$ cat src/rtl/expr_eval_ctrl_pkg.sv
// Shared ASCII constants and FSM state encoding for the expression evaluator.
package expr_eval_ctrl_pkg;

  localparam logic [7:0] CH_0    = 8'h30;
  localparam logic [7:0] CH_9    = 8'h39;
  localparam logic [7:0] CH_PLUS = 8'h2B;
  localparam logic [7:0] CH_MUL  = 8'h2A;
  localparam logic [7:0] CH_EQ   = 8'h3D;

  typedef enum logic [1:0] {
    S_IDLE = 2'd0,
    S_OPND = 2'd1,
    S_OPTR = 2'd2,
    S_ERR  = 2'd3
  } state_t;

endpackage

$ cat src/rtl/expr_char_decode.sv
// Combinational ASCII classifier: splits one character into token flags and a digit value.
// Zero latency; no flow control of its own.
module expr_char_decode
  import expr_eval_ctrl_pkg::*;
(
  input  logic [7:0] i_ch,
  output logic       o_is_digit,
  output logic       o_is_plus,
  output logic       o_is_mul,
  output logic       o_is_eq,
  output logic       o_is_bad,
  output logic [3:0] o_digit
);

  assign o_is_digit = (i_ch >= CH_0) && (i_ch <= CH_9);
  assign o_is_plus  = (i_ch == CH_PLUS);
  assign o_is_mul   = (i_ch == CH_MUL);
  assign o_is_eq    = (i_ch == CH_EQ);
  assign o_is_bad   = ~(o_is_digit | o_is_plus | o_is_mul | o_is_eq);
  // '0'..'9' are 0x30..0x39, so the low nibble is already the digit value.
  assign o_digit    = i_ch[3:0];

endmodule

$ cat src/rtl/expr_eval_ctrl.sv
// Parses digit((+|*)digit)*'=' one char per valid cycle, evaluating with '*' over '+'.
// res_valid pulses the cycle after '=' is consumed; in_valid=0 simply holds all state.
module expr_eval_ctrl
  import expr_eval_ctrl_pkg::*;
#(
  parameter int W = 8
) (
  input  logic         clk,
  input  logic         clr,
  input  logic         in_valid,
  input  logic [7:0]   in,
  output logic         out,
  output logic         res_valid,
  output logic [W-1:0] result,
  output logic         err,
  output logic         ovf
);

  logic       w_is_digit, w_is_plus, w_is_mul, w_is_eq, w_is_bad;
  logic [3:0] w_digit;

  expr_char_decode u_dec (
    .i_ch       (in),
    .o_is_digit (w_is_digit),
    .o_is_plus  (w_is_plus),
    .o_is_mul   (w_is_mul),
    .o_is_eq    (w_is_eq),
    .o_is_bad   (w_is_bad),
    .o_digit    (w_digit)
  );

  state_t         r_state, w_state_nxt;
  logic [W-1:0]   r_sum, r_term;
  logic           r_mul_pend, r_ovf_stk;
  logic           r_res_valid, r_err, r_ovf;
  logic [W-1:0]   r_result;
  logic [W+3:0]   w_prod;
  logic [W:0]     w_sum_add;

  always_ff @(posedge clk) begin
    if (clr) r_state <= S_IDLE;
    else     r_state <= w_state_nxt;
  end

  always_comb begin
    w_state_nxt = r_state;
    if (in_valid) begin
      if (w_is_eq) begin
        w_state_nxt = S_IDLE;
      end else if (w_is_bad) begin
        w_state_nxt = S_ERR;
      end else begin
        case (r_state)
          S_IDLE, S_OPTR: w_state_nxt = w_is_digit ? S_OPND : S_ERR;
          S_OPND:         w_state_nxt = w_is_digit ? S_ERR : S_OPTR;
          default:        w_state_nxt = S_ERR;
        endcase
      end
    end
  end

  // Product kept 4 bits wider than the term so any spill past W bits is visible.
  assign w_prod    = r_mul_pend ? ({4'b0, r_term} * {{W{1'b0}}, w_digit})
                                : {{W{1'b0}}, w_digit};
  assign w_sum_add = {1'b0, r_sum} + {1'b0, r_term};

  always_ff @(posedge clk) begin
    if (clr) begin
      r_sum       <= '0;
      r_term      <= '0;
      r_mul_pend  <= 1'b0;
      r_ovf_stk   <= 1'b0;
      r_res_valid <= 1'b0;
      r_result    <= '0;
      r_err       <= 1'b0;
      r_ovf       <= 1'b0;
    end else begin
      r_res_valid <= 1'b0;
      if (in_valid) begin
        if (w_is_eq) begin
          r_res_valid <= 1'b1;
          if (r_state == S_OPND) begin
            r_result <= w_sum_add[W-1:0];
            r_err    <= 1'b0;
            r_ovf    <= r_ovf_stk | w_sum_add[W];
          end else begin
            r_result <= '0;
            r_err    <= 1'b1;
            r_ovf    <= 1'b0;
          end
          r_sum      <= '0;
          r_term     <= '0;
          r_mul_pend <= 1'b0;
          r_ovf_stk  <= 1'b0;
        end else if (w_is_digit) begin
          r_term <= w_prod[W-1:0];
          if (|w_prod[W+3:W]) r_ovf_stk <= 1'b1;
        end else if (w_is_mul) begin
          r_mul_pend <= 1'b1;
        end else if (w_is_plus) begin
          r_sum      <= w_sum_add[W-1:0];
          r_mul_pend <= 1'b0;
          if (w_sum_add[W]) r_ovf_stk <= 1'b1;
        end
      end
    end
  end

  assign out       = (r_state == S_OPND);
  assign res_valid = r_res_valid;
  assign result    = r_result;
  assign err       = r_err;
  assign ovf       = r_ovf;

endmodule

$ cat config.mk
export PLATFORM = sky130hd
export DESIGN_NAME = expr_eval_ctrl
export DESIGN_NICKNAME = d
export VERILOG_FILES = /design/src/rtl/expr_eval_ctrl_pkg.sv /design/src/rtl/expr_char_decode.sv /design/src/rtl/expr_eval_ctrl.sv
export SDC_FILE = /design/constraint.sdc
export NUM_CORES = 1
export LEC_CHECK = 0
export BUFFER_PORTS_ARGS = -buffer_cell sky130_fd_sc_hd__buf_2
export CORE_MARGIN = 4
export CORE_UTILIZATION = 40
export DETAILED_ROUTE_END_ITERATION = 8
export HOLD_SLACK_MARGIN = 0.02
export PLACE_DENSITY = 0.6
export SETUP_SLACK_MARGIN = 0.2
export SLEW_MARGIN = 25
export SYNTH_ARGS = -nofsm -noshare
export SYNTH_HDL_FRONTEND = slang
export SYNTH_SLANG_ARGS = --single-unit
$ cat constraint.sdc
create_clock -name clk -period 4.2 [get_ports clk]
set_input_delay 0.42 -clock clk [delete_from_list [all_inputs] [get_ports clk]]
set_output_delay 0.42 -clock clk [all_outputs]
set_load 0.01 [all_outputs]
**After elaboration in Yosys (flattened, before gate mapping)**

Cells that the tools add are included.
W data, S select, Z words.

- Multipliers: 1
- Equal/unequal tests: 9
- Shift-type cells: 0
- Bitwise operators: 5
- Order comparisons: 2
- Multiplexer cells: 26
- Reduce and logical (&&, ||, !) cells: 15
- Divide/modulo/power cells: 0
- Add/sub/neg operators: 1

Operators with widths:

| cell | number |
|---|---|
| $mux W8 | 7 |
| $eq A8 B6 Y1 const B | 3 |
| $mux W1 | 14 |
| $mul A8 B4 Y12 | 1 |
| $mux W12 | 1 |
| $add A8 B8 Y9 | 1 |
| $reduce_bool A3 Y1 | 3 |
| $ge A8 B6 Y1 const B | 1 |
| $le A8 B6 Y1 const B | 1 |
| $mux W2 | 3 |
| $reduce_and A5 Y1 | 1 |
| $ne A2 B2 Y1 const B | 2 |
| $or A1 B1 Y1 | 4 |
| $pmux W2 S2 | 1 |
| $reduce_and A2 Y1 | 2 |
| $reduce_and A4 Y1 | 1 |
| $reduce_bool A2 Y1 | 2 |
| $reduce_or A2 Y1 | 2 |
| $reduce_or A4 Y1 | 1 |
| $ne A3 B2 Y1 const B | 1 |
| $ne A3 B3 Y1 const B | 1 |
| $reduce_and A3 Y1 | 1 |
| $eq A2 B1 Y1 const B | 1 |
| $eq A2 B2 Y1 const B | 1 |
| other kinds (3) | 3 |

- Memory bits (writable): 0
- Bits in latches: 0
- Output and inout bits: 12
- Memories kept: 0
- ROM bits: 0
- Bits in registers: 31
- Input bits: 11

**Longest topological paths before layout**

Gate-level depths: netlist (run 1).

- Depth in word-level cells: 7
- Mapped depth: 13

**Modules after synthesis**

A second synthesis (run 1) with hierarchy kept.

- Cell total of the unflattened synthesis: 316
- Area total of the unflattened synthesis: 2,578.7 µm²

Modules (own cells, without submodules):

| module | times used | area each (µm²) | cells an instance |
|---|---|---|---|
| expr_eval_ctrl | 1 | 2,453.6 | 298 |
| expr_char_decode | 1 | 125.1 | 18 |

**Worst setup path before layout (run 1)**

No wires, ideal clock.

- Path type: input -> register
- Start: input in[3]
- End: register r_ovf_stk
- Stages on the path: 13
- Required time: 4.069 ns
- Path slack: 0.718 ns
- Path buffers: 1
- Arrival: 3.351 ns
- Cells stage by stage: clkbuf_1 and2_1 fa_1 inv_1 fa_1 inv_1 ha_1 nor2b_1 o211ai_2 a21boi_0 or3_4 a2111oi_4 nor3_1

- Longest elaborated chain between the ends: 5
- Elaborated cells between the ends (all ways): 16
- Those cells by class: mul: 1; order compare: 2; eq/ne: 5; mux: 3; reduce/logical: 5

Ends and longest elaborated chain:

| element | line | source |
|---|---|---|
| start: declaration | expr_eval_ctrl.sv:11 | `input logic [7:0] in,` |
| $mul A8 B4 Y12 | expr_eval_ctrl.sv:63 | `assign w_prod = r_mul_pend ? ({4'b0, r_term} * {{W{1'b0}}, w_digit})` |
| $mux W12 | expr_eval_ctrl.sv:63 |  |
| $reduce_or A4 Y1 | expr_eval_ctrl.sv:97 | `if (\|w_prod[W+3:W]) r_ovf_stk <= 1'b1;` |
| $ne A3 B3 Y1 (no line) | -- |  |
| $reduce_and A5 Y1 (no line) | -- |  |
| end signal: assignment | expr_eval_ctrl.sv:72 | `r_ovf_stk <= 1'b0;` |
| end signal: assignment | expr_eval_ctrl.sv:97 |  |
| end signal: assignment | expr_eval_ctrl.sv:103 | `if (w_sum_add[W]) r_ovf_stk <= 1'b1;` |
| end: declaration | expr_eval_ctrl.sv:34 | `logic r_mul_pend, r_ovf_stk;` |

Several ways; a longest one is shown, not always the timed one.
A chain may end at the register's enable or synchronous reset.

**Worst setup path in the final report (run 1)**

- Start: register r_term[1]
- End: register r_ovf_stk

- Longest elaborated chain between the ends: 5
- Elaborated cells between the ends (all ways): 7
- Those cells by class: add/sub: 1; mul: 1; eq/ne: 1; mux: 1; reduce/logical: 3

Ends and longest elaborated chain:

| element | line | source |
|---|---|---|
| start: declaration | expr_eval_ctrl.sv:33 | `logic [W-1:0] r_sum, r_term;` |
| start signal: assignment | expr_eval_ctrl.sv:96 | `r_term <= w_prod[W-1:0];` |
| $mul A8 B4 Y12 | expr_eval_ctrl.sv:63 |  |
| $mux W12 | expr_eval_ctrl.sv:63 |  |
| $reduce_or A4 Y1 | expr_eval_ctrl.sv:97 |  |
| $ne A3 B3 Y1 (no line) | -- |  |
| $reduce_and A5 Y1 (no line) * | -- |  |

Mark *: on every way between the ends. The rest lies on a longest branch, timed or not.

==> flow_metrics.tcl, run 1 <==
set metrics [dict create \
    synth_nets 359 \
    ys_seq_area_share_pct 24.1 \
    ctsLongestPathBuffers 2 \
    post_dp_cell_area_um2 2720 \
    setup_violations 0 \
    grt_pass1_vias 2105 \
    hold_path_startpoint "result[0]" \
    clock-root-buffer "clkbuf_8" \
    cp-start-kind "flop" \
    fin_crit_ns 3.50 \
    gp_congestion 0.748 \
    holdPathStages 2 \
    cp_data_arrival_time_ns 3.64 \
    avgSynthCellArea_um2 8.28 \
    cts_setup_buffers 0 \
    endpoint_kind "flop" \
    port_buffers 22 \
    yosys_register_bits 31 \
    num_vias 2179 \
    hpwlAfterDp_mm 4.40 \
    syn_inst 311 \
    drc 0 \
    vdd_drop_max_uv 127 \
    fin_hold_ws_ns 0.450 \
    dr.pass1.iters 4 \
    required_ns 4.34 \
    area_growth_pct 9.14 \
    cts_hold_buffers 0 \
    drv_cap 0 \
    cts_max_level 2 \
    rsz0062_at_grt "false" \
    grt_max_degree 31 \
    stdcell_area_um2 2810 \
    core_um2 6100 \
    min_to "result[0]" \
    setup.worst_path.class "flop to flop" \
    yosys_warnings 0 \
    start_util_pct 42.2 \
    maxSlewViolCount 0 \
    clock_skew_ns 0.00732 \
    wl_per_cell_um 13.9 \
    antenna_left 0 \
    final_cell_mix "37 x nor2_1, 31 x dfxtp_1, 24 x ha_1" \
    finalSetupTns_ns 0 \
    grt_overflow_total 0 \
    nets 375 \
    drive_above_1_share_pct 11.6 \
    worst_slew_pin_slew_ns 0.562 \
    p_per_area_nw_per_um2 204 \
    hold_viol 0 \
    die_h_um 88.2 \
    clock_latency_ns 0.28 \
    grt_pass1_wl_mm 9.77 \
    reg2reg_from "r_term[1]" \
    max_freq_ghz 0.286 \
    cts_tree "done" \
    leakagePower_nw 1.25 \
    syn_area_um2 2570 \
    first_iter_violations 131 \
    total_power_uw 574 \
    cts_buffers 5 \
    cts.sinks 31 \
    maxSlewHeadroom_pct 62.6 \
    rows 28 \
    r2r_slack_ns 0.70 \
    cts-resized-gates 0 \
    num_io_pins 23 \
    die_x_um 88.2 \
    ff2ff_path_depth 12 \
    wl_mm 5.58 \
    critPathMaxFanout 7 \
    final_common_cell "nor2_1" \
    r2r-end "r_ovf_stk" \
    clk_pin_slew_ns 0.07 \
    viasPerCell 5.42 \
    antenna_found_initial 0 \
    status "finished clean" \
    min_path_type "flop to flop" \
    finalCritPeriodShare_pct 83.3 \
    num_antenna_cells 0 \
    num-fill-cells 627 \
    grt_util_all_layers_pct 15.8 \
    yosysUniqueCellTypes 52 \
    die-area_um2 7790 \
]
through the flow:
stage	util [%]	std cells	worst slack (ns)
2_1_floorplan	-	311	0.718
3_3_place_gp	44.7	395	0.620
3_5_place_dp	44.7	395	0.518
4_1_cts	46.1	402	0.699
5_1_grt	46.1	402	0.429
6_report	46.1	402	0.699
cells in the mapped netlist (all sizes together):
cell | instances | area, um^2
fa | 13 | 260
and4 | 2 | 17.5
o31ai | 2 | 15.0
nor4 | 1 | 6.26
clkbuf | 10 | 38.8
mux2i | 5 | 50.1
a2bb2oi | 1 | 8.76
xor2 | 3 | 26.3
a21boi | 2 | 15.0
nor3 | 8 | 40.0
a2111oi | 1 | 27.5
or4 | 1 | 7.51
a22oi | 9 | 67.6
and2 | 21 | 131
nand3b | 1 | 7.51
nor3b | 1 | 7.51
nor2b | 2 | 12.5
o211ai | 5 | 42.5
nand4b | 2 | 17.5
or3 | 3 | 23.8
nor4b | 1 | 8.76
o21a | 4 | 30.0
dfxtp | 31 | 621
nand2b | 3 | 18.8
a21oi | 21 | 105
and4bb | 1 | 16.3
inv | 22 | 82.6
xnor2 | 6 | 52.6
nand3 | 9 | 45.0
nand2 | 24 | 92.6
and3 | 2 | 12.5
buf | 3 | 17.5
ha | 24 | 300
and4b | 2 | 23.8
a31o | 1 | 8.76
nor2 | 38 | 150
a21o | 3 | 22.5
a211oi | 5 | 42.5
a221o | 1 | 10.0
o21ai | 14 | 70.1
a31oi | 1 | 6.26
o21bai | 2 | 15.0
layer usage:
metal | global-route usage [%] | vias up | wire length, um
li1 | - | 1112 | -
met1 | 23.4 | 1020 | 2840
met2 | 23.7 | 38 | 2510
met3 | 2.89 | 9 | 173
met4 | 3.98 | 0 | 54
met5 | 0 | - | 0
worst max path at each step:
stage	depth (start not counted)	start	endpoint	slack, ns
after floorplan	13	in[3]	r_ovf_stk	0.72
after global placement	13	in[3]	r_ovf_stk	0.62
after detailed placement	13	in[2]	r_ovf_stk	0.52
after CTS	12	r_term[1]	r_ovf_stk	0.70
after global routing	12	r_term[1]	r_ovf_stk	0.43
final	12	r_term[1]	r_ovf_stk	0.70
critical path, cell delays in order (launching register included):
cell and delay [ns]:
dfxtp_1 0.48, nand2_1 0.12, fa_1 0.51, inv_1 0.05, fa_1 0.55, inv_1 0.06
fa_1 0.46, nor2b_1 0.20, o211ai_2 0.11, a21boi_0 0.24, o21ai_0 0.18, a2111oi_4 0.32
nor3_1 0.08
flip-flops by register name (all words and copies together) (netlist names):
signal and flops:
result 8, r_state 2, r_sum 8, r_term 8, res_valid 1, r_mul_pend 1, ovf 1, err 1
r_ovf_stk 1
logic make-up (layout without fill, tap and decap cells):
family | after synthesis | after routing | share of synthesized area (%)
compound gates | 72 | 72 | 18.9
fa+ha+maj | 37 | 37 | 21.8
xor+xnor | 9 | 9 | 3.06
simple gates | 122 | 122 | 24.8
buf+inv | 35 | 51 | 5.39
mux | 5 | 5 | 1.94
flops | 31 | 31 | 24.1
layout make-up:
class	instances	area (um^2)	share of cell area (%)
clock buffers	6	82.6	2.94
clock inverters	1	5.00	0.178
inverters	22	82.6	2.94
multi-input cells	245	1820	64.6
flip-flops and latches	31	621	22.1
well taps	75	93.8	3.34
repair buffers	22	110	3.92
power by group:
part | switching (mW) | internal, mW | total, mW
Sequential | 0.00174 | 0.296 | 0.298
Clock | 0.110 | 0.128 | 0.239
Combinational | 0.0254 | 0.0121 | 0.0375
Total | 0.137 | 0.437 | 0.574
(Power assumes the default switching activity.)
==> inputs of run 2 (changes only) <==
Clock period 4.2 ns to 3.35 ns, I/O delays scaled along.
==> run 2 against run 1 <==
  * Non-clock buffer count is 12 higher
  * Cell area is 7.1% higher
  * Power is 26% higher
  * Largest cell class unchanged
  * Clock skew is 0.0039 ns lower
  * Via count is 2.8% higher
  * Critical path depth stayed put
  * Worst hold slack worse by 0.0047 ns
==> flow_metrics.tcl, run 2 (same netlist as run 1, synthesis figures left out) <==
set metrics [dict create \
    status "finished clean" \
    max_freq_ghz 0.325 \
    grt_pass1_wl_mm 10.2 \
    p_per_area_nw_per_um2 241 \
    final_common_cell "nor2_1" \
    wl_per_cell_um 14.1 \
    nets 387 \
    final_cell_mix "37 x nor2_1, 25 x dfxtp_1, 23 x nand2_1" \
    fin_hold_ws_ns 0.445 \
    core_um2 6100 \
    min_to "r_mul_pend" \
    cts.sinks 31 \
    grt_max_degree 31 \
    power_frac_seq_pct 51.4 \
    dr.pass1.iters 4 \
    num-fill-cells 611 \
    power.internal_uw 551 \
    rsz0062_at_grt "true" \
    cp-start-kind "flop" \
    rows 28 \
    min_path_type "primary input to flop" \
    stdcell_area_um2 3010 \
    setup.worst_path.class "flop to flop" \
    ctsLongestPathBuffers 2 \
    post_dp_cell_area_um2 2840 \
    drc 0 \
    swShare_pct 23.9 \
    finalCritPeriodShare_pct 91.9 \
    grt_util_all_layers_pct 16.4 \
    first_iter_violations 111 \
    drv_cap 0 \
    drive_above_1_share_pct 22.4 \
    num_antenna_cells 0 \
    clock_skew_ns 0.00339 \
    reg2reg_from "r_term[1]" \
    vdd_drop_max_uv 214 \
    critPathMaxFanout 4 \
    num_vias 2239 \
    fin_crit_ns 3.08 \
    maxSlewViolCount 0 \
    worst_slew_pin_slew_ns 0.588 \
    hold_viol 0 \
    cts_buffers 5 \
    clk_pin_slew_ns 0.07 \
    comb_power_share_pct 7.4 \
    num_io_pins 23 \
    clockPowerShare_pct 41.2 \
    start_util_pct 42.2 \
    grt_pass1_vias 2180 \
    antenna_found_initial 0 \
    maxSlewHeadroom_pct 60.8 \
    viasPerCell 5.41 \
    p_switching_uw 173 \
    ff2ff_path_depth 12 \
    die_x_um 88.2 \
    grt_overflow_total 0 \
    wl_mm 5.86 \
    cts_hold_buffers 0 \
    hpwlAfterDp_mm 4.65 \
    leakagePower_nw 1.31 \
    cp_data_arrival_time_ns 3.23 \
    port_buffers 22 \
    setup_violations 0 \
    endpoint_kind "flop" \
    clock_latency_ns 0.28 \
    antenna_left 0 \
    die_h_um 88.2 \
    hold_path_startpoint "in_valid" \
    required_ns 3.50 \
    finalSetupTns_ns 0 \
    cts_max_level 2 \
    gp_congestion 0.777 \
    area_growth_pct 16.9 \
    cts_tree "done" \
    clock-root-buffer "clkbuf_8" \
    holdPathStages 3 \
    r2r_slack_ns 0.27 \
    r2r-end "r_ovf_stk" \
    die-area_um2 7790 \
]
run 2: cell types whose count changed in the layout (fill, tap and decap cells not counted), moves of 3 or more:
cell / previous run / this run
and2_1: 20 / 17
and2_4: 0 / 3
buf_4: 0 / 12
dfxtp_1: 31 / 25
dfxtp_2: 0 / 6
ha_1: 24 / 19
ha_4: 0 / 4
inv_1: 22 / 19
inv_2: 0 / 3
o21ai_0: 11 / 8
run 2: final cells by class:
class | count | area [um^2] | share of cell area [%]
Multi-Input combinational cell | 245 | 1920 | 63.7
Sequential cell | 31 | 628 | 20.9
Timing Repair Buffer | 34 | 200 | 6.65
Tap cell | 75 | 93.8 | 3.12
Clock buffer | 6 | 82.6 | 2.74
Inverter | 22 | 82.6 | 2.74
Clock inverter | 1 | 5.00 | 0.166
run 2: repair_timing:
| action | CTS | global route |
|---|---|---|
| endpoints found under the setup margin | 1 | 2 |
| pin swaps | 0 | 11 |
| setup buffers | 0 | 2 |
| resized for setup | 1 | 20 |
run 2: how the worst max path moves through the flow:
stage	endpoint	cells past startpoint	from
global placement	r_ovf_stk	13	in[3]
CTS	r_ovf_stk	11	r_term[2]
finish	r_ovf_stk	12	r_term[1]
floorplan	r_ovf_stk	13	in[3]
global route	r_ovf_stk	12	r_term[0]
detailed placement	r_ovf_stk	13	in[3]
run 2: through the flow:
stage | utilization, % | cells | setup slack [ns] | power [mW]
4_1_cts | 48.1 | 412 | 0.204 | 0.731
3_5_place_dp | 46.6 | 405 | 0.0379 | 0.434
3_3_place_gp | 46.6 | 405 | 0.0790 | 0.433
5_1_grt | 49.4 | 414 | 0.118 | 0.756
6_report | 49.4 | 414 | 0.271 | 0.724
2_1_floorplan | - | 311 | 0.198 | 0.414
run 2: layer usage:
metal  track usage, %  wire length, um
met5                0                0
met4             3.98               65
met3             3.17              205
met2             26.3             2750
met1             22.8             2840
run 2: critical path, stage by stage, from the launching register on:
cell	delay, ns
dfxtp_2	0.34
and2_4	0.14
fa_1	0.53
inv_1	0.05
fa_1	0.49
inv_2	0.04
ha_4	0.23
nor2b_4	0.13
o211ai_2	0.18
a21boi_2	0.08
or3_4	0.40
a2111oi_4	0.30
nor3_2	0.05
run 2: power groups by stage:
stage                     Combinational, mW  Clock [mW]  Sequential [mW]
after floorplan                      0.0331           0            0.381
after global routing                 0.0603       0.323            0.373
final                                0.0533       0.299            0.373
after detailed placement             0.0524           0            0.381
after CTS                            0.0525       0.306            0.373
after global placement               0.0515           0            0.381
